## src/rtl/mem_io_system.sv

```systemverilog
// Memory and I/O subsystem for the 8-bit multicycle CPU: data RAM, LEDs, switches,
// cycle counter and a FIFO-buffered 8N1 UART transmitter on one 256-byte map.
module mem_io_system #(
    parameter int CLKS_PER_BIT = 16,
    parameter int FIFO_DEPTH   = 4
) (
    input  logic       clk,
    input  logic       reset,
    input  logic [7:0] memAdr,
    input  logic [7:0] memWD,
    input  logic       memEnable,
    output logic [7:0] memRD,
    input  logic [7:0] switches,
    output logic [7:0] leds,
    output logic       uart_tx
);
    localparam int PW = $clog2(FIFO_DEPTH);
    localparam int CW = $clog2(CLKS_PER_BIT);
    localparam logic [CW-1:0] BIT_LAST = CW'(CLKS_PER_BIT - 1);

    typedef enum logic [1:0] {IDLE, START, DATA, STOP} tx_state_t;

    logic [7:0]    ram [0:239];
    logic [7:0]    fifo_mem [0:FIFO_DEPTH-1];
    logic [7:0]    sw_meta, sw_sync, cycle_cnt, shreg;
    logic [PW:0]   wr_ptr, rd_ptr;
    logic [CW-1:0] baud_cnt;
    logic [2:0]    bit_idx;
    logic          overflow, fifo_empty, fifo_full, tx_busy;
    logic          push_req, push_ok, pop;
    logic          wr_ram, wr_led, wr_stat, wr_cnt;
    tx_state_t     state;

    assign wr_ram   = memEnable && (memAdr < 8'hF0);
    assign wr_led   = memEnable && (memAdr == 8'hF0);
    assign push_req = memEnable && (memAdr == 8'hF2);
    assign wr_stat  = memEnable && (memAdr == 8'hF3);
    assign wr_cnt   = memEnable && (memAdr == 8'hF4);

    // Extra pointer MSB distinguishes full from empty when the index bits match.
    assign fifo_empty = (wr_ptr == rd_ptr);
    assign fifo_full  = (wr_ptr[PW] != rd_ptr[PW]) && (wr_ptr[PW-1:0] == rd_ptr[PW-1:0]);
    assign pop        = (state == IDLE) && !fifo_empty;
    assign push_ok    = push_req && (!fifo_full || pop);
    assign tx_busy    = (state != IDLE);

    always_ff @(posedge clk) begin
        if (wr_ram) ram[memAdr] <= memWD;
    end

    // A push into a full FIFO with a pop lands in the slot being vacated this edge.
    always_ff @(posedge clk) begin
        if (push_ok) fifo_mem[wr_ptr[PW-1:0]] <= memWD;
    end

    always_ff @(posedge clk or negedge reset) begin
        if (!reset) begin
            leds      <= 8'h00;
            sw_meta   <= 8'h00;
            sw_sync   <= 8'h00;
            cycle_cnt <= 8'h00;
            wr_ptr    <= '0;
            rd_ptr    <= '0;
            overflow  <= 1'b0;
        end else begin
            sw_meta <= switches;
            sw_sync <= sw_meta;
            if (wr_led) leds <= memWD;
            if (wr_cnt) cycle_cnt <= memWD;
            else        cycle_cnt <= cycle_cnt + 8'd1;
            if (push_ok) wr_ptr <= wr_ptr + 1'b1;
            if (pop)     rd_ptr <= rd_ptr + 1'b1;
            if (push_req && fifo_full && !pop) overflow <= 1'b1;
            else if (wr_stat)                  overflow <= 1'b0;
        end
    end

    always_ff @(posedge clk or negedge reset) begin
        if (!reset) begin
            state    <= IDLE;
            uart_tx  <= 1'b1;
            baud_cnt <= '0;
            bit_idx  <= 3'd0;
            shreg    <= 8'h00;
        end else begin
            case (state)
                IDLE: begin
                    uart_tx <= 1'b1;
                    if (pop) begin
                        shreg    <= fifo_mem[rd_ptr[PW-1:0]];
                        baud_cnt <= BIT_LAST;
                        uart_tx  <= 1'b0;
                        state    <= START;
                    end
                end
                START: begin
                    if (baud_cnt == '0) begin
                        baud_cnt <= BIT_LAST;
                        bit_idx  <= 3'd0;
                        uart_tx  <= shreg[0];
                        state    <= DATA;
                    end else begin
                        baud_cnt <= baud_cnt - 1'b1;
                    end
                end
                DATA: begin
                    if (baud_cnt == '0) begin
                        baud_cnt <= BIT_LAST;
                        if (bit_idx == 3'd7) begin
                            uart_tx <= 1'b1;
                            state   <= STOP;
                        end else begin
                            bit_idx <= bit_idx + 3'd1;
                            uart_tx <= shreg[1];
                            shreg   <= {1'b0, shreg[7:1]};
                        end
                    end else begin
                        baud_cnt <= baud_cnt - 1'b1;
                    end
                end
                STOP: begin
                    if (baud_cnt == '0) state <= IDLE;
                    else                baud_cnt <= baud_cnt - 1'b1;
                end
                default: state <= IDLE;
            endcase
        end
    end

    always_comb begin
        memRD = 8'h00;
        if (memAdr < 8'hF0) begin
            memRD = ram[memAdr];
        end else begin
            case (memAdr)
                8'hF0:   memRD = leds;
                8'hF1:   memRD = sw_sync;
                8'hF3:   memRD = {4'b0, overflow, tx_busy, fifo_empty, fifo_full};
                8'hF4:   memRD = cycle_cnt;
                default: memRD = 8'h00;
            endcase
        end
    end
endmodule

```

## config.mk

```make
export PLATFORM = sky130hd
export DESIGN_NAME = mem_io_system
export DESIGN_NICKNAME = d
export VERILOG_FILES = /design/src/rtl/mem_io_system.sv
export SDC_FILE = /design/constraint.sdc
export NUM_CORES = 2
export LEC_CHECK = 0
export ABC_AREA = 0
export BUFFER_PORTS_ARGS = -buffer_cell sky130_fd_sc_hd__buf_2
export CORE_UTILIZATION = 65
export CTS_BUF_LIST = sky130_fd_sc_hd__clkbuf_8 sky130_fd_sc_hd__clkbuf_16
export DETAILED_ROUTE_END_ITERATION = 6
export PLACE_DENSITY_LB_ADDON = 0.05
export SYNTH_ARGS = -nofsm -noshare
export SYNTH_HDL_FRONTEND = slang
export SYNTH_SLANG_ARGS = --single-unit
```

## constraint.sdc

```tcl
create_clock -name clk -period 6.65 [get_ports clk]
set_input_delay 0.3325 -clock clk [delete_from_list [all_inputs] [get_ports clk]]
set_output_delay 0.3325 -clock clk [all_outputs]
set_load 0.005 [all_outputs]
```

; Word level (Yosys, flattened, before mapping)
; Memory sizes are Yosys's and may differ from the RTL's.
; Index checks and enable logic that the tools add are counted.
[word_totals]
register_bits = 57
ram_bits = 1952
in_bits = 27
word_cells = 98
mem_count = 2
[op_classes]
n_addsub = 5
order_cmp = 1
eq_ne = 19
n_mux = 32
n_reduce_logical = 27
[memory_table]
columns = name, words, word_bits, rd, rd_clocked_by_memory_dff, write_ports, line_no
row1 = ram, 240, 8, 1, 0, 1, 23  ; logic [7:0] ram [0:239];
row2 = fifo_mem, 4, 8, 1, 0, 1, 24  ; logic [7:0] fifo_mem [0:FIFO_DEPTH-1];
[op_table]
columns = operator, n
row1 = $eq 8x8->1 const B, 5
row2 = $mux 8, 5
row3 = $pmux 8 s4, 1
row4 = $pmux 8 s2, 1
row5 = $ne 2x2->1 const B, 7
row6 = $mux 4, 3
row7 = $pmux 4 s3, 1
row8 = $logic_and 1x1->1, 10
row9 = $mux 1, 10
row10 = $mux 2, 5
row11 = $add 3x1->3 const B, 3
row12 = $mux 3, 3
row13 = $add 8x1->8 const B, 1
row14 = $lt 8x8->1 const B, 1
row15 = $pmux 2 s4, 1
row16 = $reduce_and 4->1, 2
row17 = $reduce_bool 2->1, 4
row18 = $pmux 3 s2, 1
row19 = $reduce_and 5->1, 1
row20 = $eq 2x2->1 const B, 2
row21 = $logic_not 4->1, 1
row22 = $sub 4x1->4 const B, 1
row23 = $eq 3x3->1, 1
row24 = $eq 3x3->1 const B, 1
row25 = 11 further kinds, 13

; Longest topological paths before layout
[logic_depth]
ltp_word = 7
depth_mapped = 13
depth_no_buf = 8

; Least setup slack after synthesis
; No wires, ideal clock.
[synth_path]
path_type = input -> register
startpoint = input port memAdr[0]
endpoint = memory ram[116][0], enable pin
setup_time_ps = 370
arrival_time_ps = 2475
slack_ps = 3804
stages = 10
path_buffers = 7
path_cell_list = buf_4 buf_6 buf_4 buf_4 buf_6 buf_4 nor3_1 nand2_1 clkbuf_1 nor2_1
[synth_between]
elab_chain_cells = 4
[synth_rtl]
columns = element, line_no
row1 = start: declaration, 9  ; input logic [7:0] memAdr,
row2 = $lt 8x8->1, 34  ; assign wr_ram = memEnable && (memAdr < 8'hF0);
row3 = $logic_and 1x1->1, 34
row4 = $mux 1, 48  ; if (wr_ram) ram[memAdr] <= memWD;
row5 = $mux 1 (not written as such), 48
row6 = end: declaration, 23
; Several ways; a longest one is shown, not always the timed one.

; Worst setup path after layout
[layout_path]
startpoint = input port memAdr[0]
endpoint = output port memRD[5]
[layout_between]
elab_chain_cells = 3
word_cells_on_any_way = 8
classes_between = order compare: 1 / eq/ne: 4 / mux: 2 / memory: 1
[layout_rtl]
columns = element, line_no
row1 = branches (longest 2 deep; another with $mem_v2 240x8), n/a
row2 = $mux 8 (*), 132  ; if (memAdr < 8'hF0) begin
row3 = end: declaration, 12  ; output logic [7:0] memRD,
; Every way passes the cells marked *.

==> flow_summary.yaml <==
run:
  cap_viol_max_count: 0
synth:
  synth.top_cell.area_share_pct: 74.5
  synth_cells: 3868
  synth_warnings: 0
  post-synth-top-count-cell: "edfxtp_1"
  synthFlopType: "edfxtp_1"
  synth_common_cells: "edfxtp_1, mux4_2, nor2_1"
  async_flop_share_pct: 2.84
  yosysTopAreaCell: "edfxtp_1"
  synth_edf_count: 1952
  synth_area_per_cell_um2: 20.3
  syn-num-nets: 3909
  syn_area_um2: 78700
  yosysSeqAreaShare_pct: 76.3
  ys_ff_latch: 2009
  netlist-cell-type-count: 75
  synth_area_leaders: "edfxtp_1, mux4_2, mux2i_1"
worst_setup_path:
  endpoint_kind: "output pin"
  cp-start-kind: "input port"
  critPathKind: "input port to output pin"
  crit_path_max_fanout: 65
  cp.arrival_ns: 5.44
  crit_required_ns: 6.32
global_routing:
  overflow: 0
  antenna_found_initial: 9
  grt_first_pass_wirelength_um: 281000
  grt_pass1_vias: 39692
  track_usage_pct: 32.8
  grt_max_degree: 173
cts:
  cts_buffer_depth: 3
  clock_latency_ns: 0.81
  cts_resized: 0
  cts_buffers: 190
  path_clk_slew_ns: 0.06
  tritoncts: "built"
  htree_levels: 4
  root_buffer: "clkbuf_16"
  cts.sinks: 2009
placement:
  pre_cts_slack_ns: 1.13
  gp_congestion: 0.912
  port-buffer-count: 43
  dpl.hpwl_um: 119000
layout:
  drive_gt1_share_pct: 21.0
  syn_to_final_growth_pct: 10.2
  antenna_cells: 0
  nNetsFinal: 4004
die:
  start_util_pct: 65.6
  fp.coreArea_um2: 120000
  die_w_um: 350
  io_pins: 44
  die_area_um2: 122000
  rows: 127
  die-height_um: 350
drt:
  initialDrtViolationCount: 5908
  wl_per_cell_um: 34.4
  drt_first_pass_iters: 6
  drt_wl_total_um: 197000
  via_per_inst: 7.00
  drc: 0
  num_vias: 40105
  postRouteAntennaNets: 0
timing:
  final-setup-viol-count: 0
  worst_pin_slew_ns: 1.42
  fin_crit_sh_pct: 86.8
  setup_slack_ns: 0.880
  rsz0062_at_grt: "false"
  drv_slew: 0
  final.setup.tns_ns: 0
  finalHoldViolCount: 0
  min_period_ns: 5.77
  clock_skew_ns: 0.00662
  relSlewSlack_pct: 5.12
  fmax_mhz: 173
min_path:
  hp-class: "input port to register"
power_and_ir_drop:
  vdd_drop_max_mv: 0.316
  power_density_nw_per_um2: 306
  p_leak_nw: 27.7
run_status:
  status: "completed"
critical path: stages:
cell and delay [ns]:
buf_8 0.60, buf_12 0.38, and2_1 0.87, buf_4 0.36, buf_4 0.20, a22o_1 0.17, nor2_1 0.05, a22oi_1 0.47
a41oi_1 0.49, o32ai_1 0.85, a211oi_1 0.31, buf_2 0.22
layout make-up:
class	instances	area, um^2
Clock buffer	199	4960
Clock inverter	148	1210
Fill cell	6966	33300
Inverter	12	47.5
Timing Repair Buffer	132	1110
Multi-Input combinational cell	1618	17300
Sequential cell	2009	60000
Tap cell	1612	2020
per-layer routing:
layer,up-vias,share of wire (%),track usage [%]
li1,16189,-,-
met1,20859,37,46.6
met4,6,4.2,13.3
met2,2631,47,50.0
met5,-,0.023,0
met3,420,11,7.95
flip-flops by register name (all words and copies together), names as in the netlist:
register and cells:
ram 1920, fifo_mem 32, cycle_cnt 8, leds 8, shreg 8, sw_meta 8
sw_sync 8, baud_cnt 4, bit_idx 3, rd_ptr 3, wr_ptr 3, state 2
overflow 1, uart_tx 1
final timing paths:
check,start,endpoint,slack (ns),depth (start not counted)
min reg2reg,sw_meta[7],sw_sync[7],0.35,0
max in group asynchronous,reset,cycle_cnt[7],5.97,3
max,memAdr[0],memRD[5],0.88,12
max reg2reg,baud_cnt[0],shreg[6],3.79,8
min,memWD[3],ram[189][3],0.08,1
min in group asynchronous,reset,shreg[1],0.20,3
where the power goes:
part | switching [mW] | total [mW] | internal [mW]
sequential | 0.115 | 14.1 | 14.0
clock | 4.54 | 10.7 | 6.17
combinational | 1.10 | 1.73 | 0.629
placed cells by master, fill, tap and decap left out, types with 8 or more instances in the layout:
cell type / synthesis / final
mux2_2: 20 / 20
nor3_1: 14 / 14
a221oi_1: 39 / 39
mux4_2: 420 / 420
a22o_1: 21 / 21
a21oi_1: 55 / 55
a211oi_1: 19 / 19
mux2i_1: 213 / 213
clkinv_2: 0 / 34
o211ai_1: 9 / 9
xor2_1: 8 / 8
nor2b_1: 25 / 21
clkbuf_16: 0 / 197
dlygate4sd3_1: 0 / 11
dfrtp_1: 56 / 56
a31oi_1: 11 / 11
bufinv_16: 0 / 21
nor4_1: 12 / 12
clkinv_1: 1 / 40
nand2_1: 115 / 99
buf_4: 58 / 71
edfxtp_1: 1952 / 1952
o21ai_0: 44 / 44
buf_12: 0 / 9
nand2b_1: 9 / 9
a22oi_1: 58 / 58
and3_1: 15 / 15
nand4_1: 11 / 11
inv_1: 10 / 50
nand3_1: 33 / 33
and2_1: 9 / 9
o22ai_1: 57 / 57
buf_2: 60 / 31
nand2_2: 0 / 16
nor2_1: 297 / 295
ha_1: 14 / 14
cells by family (layout without fill, tap and decap cells):
family / count (synthesis) / in the layout / synth area share (%)
buffers and inverters: 241 / 491 / 1.72
multiplexers: 653 / 653 / 15.0
flip-flops: 2009 / 2009 / 76.3
adder cells (fa/ha/maj): 14 / 14 / 0.223
AND/OR/NAND/NOR: 571 / 571 / 3.27
XOR/XNOR: 13 / 13 / 0.145
AO/OA/AOI/OAI: 367 / 367 / 3.28
what timing repair did:
action | 4_1_cts | 5_1_grt
endpoints found under the hold margin | 65 | 0
hold buffers | 11 | 0
setup buffers | 0 | 0
per-stage QoR:
step	hold WS [ns]	instance area, um^2	power [mW]	util [%]	cells
floorplan	0.0369	78700	15.4	-	3868
global placement	0.140	80400	16.0	67.0	5372
detailed placement	0.149	80400	16.1	67.0	5372
CTS	0.0602	86700	26.6	72.3	5730
global route	0.100	86700	27.2	72.3	5730
finish	0.0782	86700	26.6	72.3	5730
No activity file was read; power rests on OpenSTA's default activity.
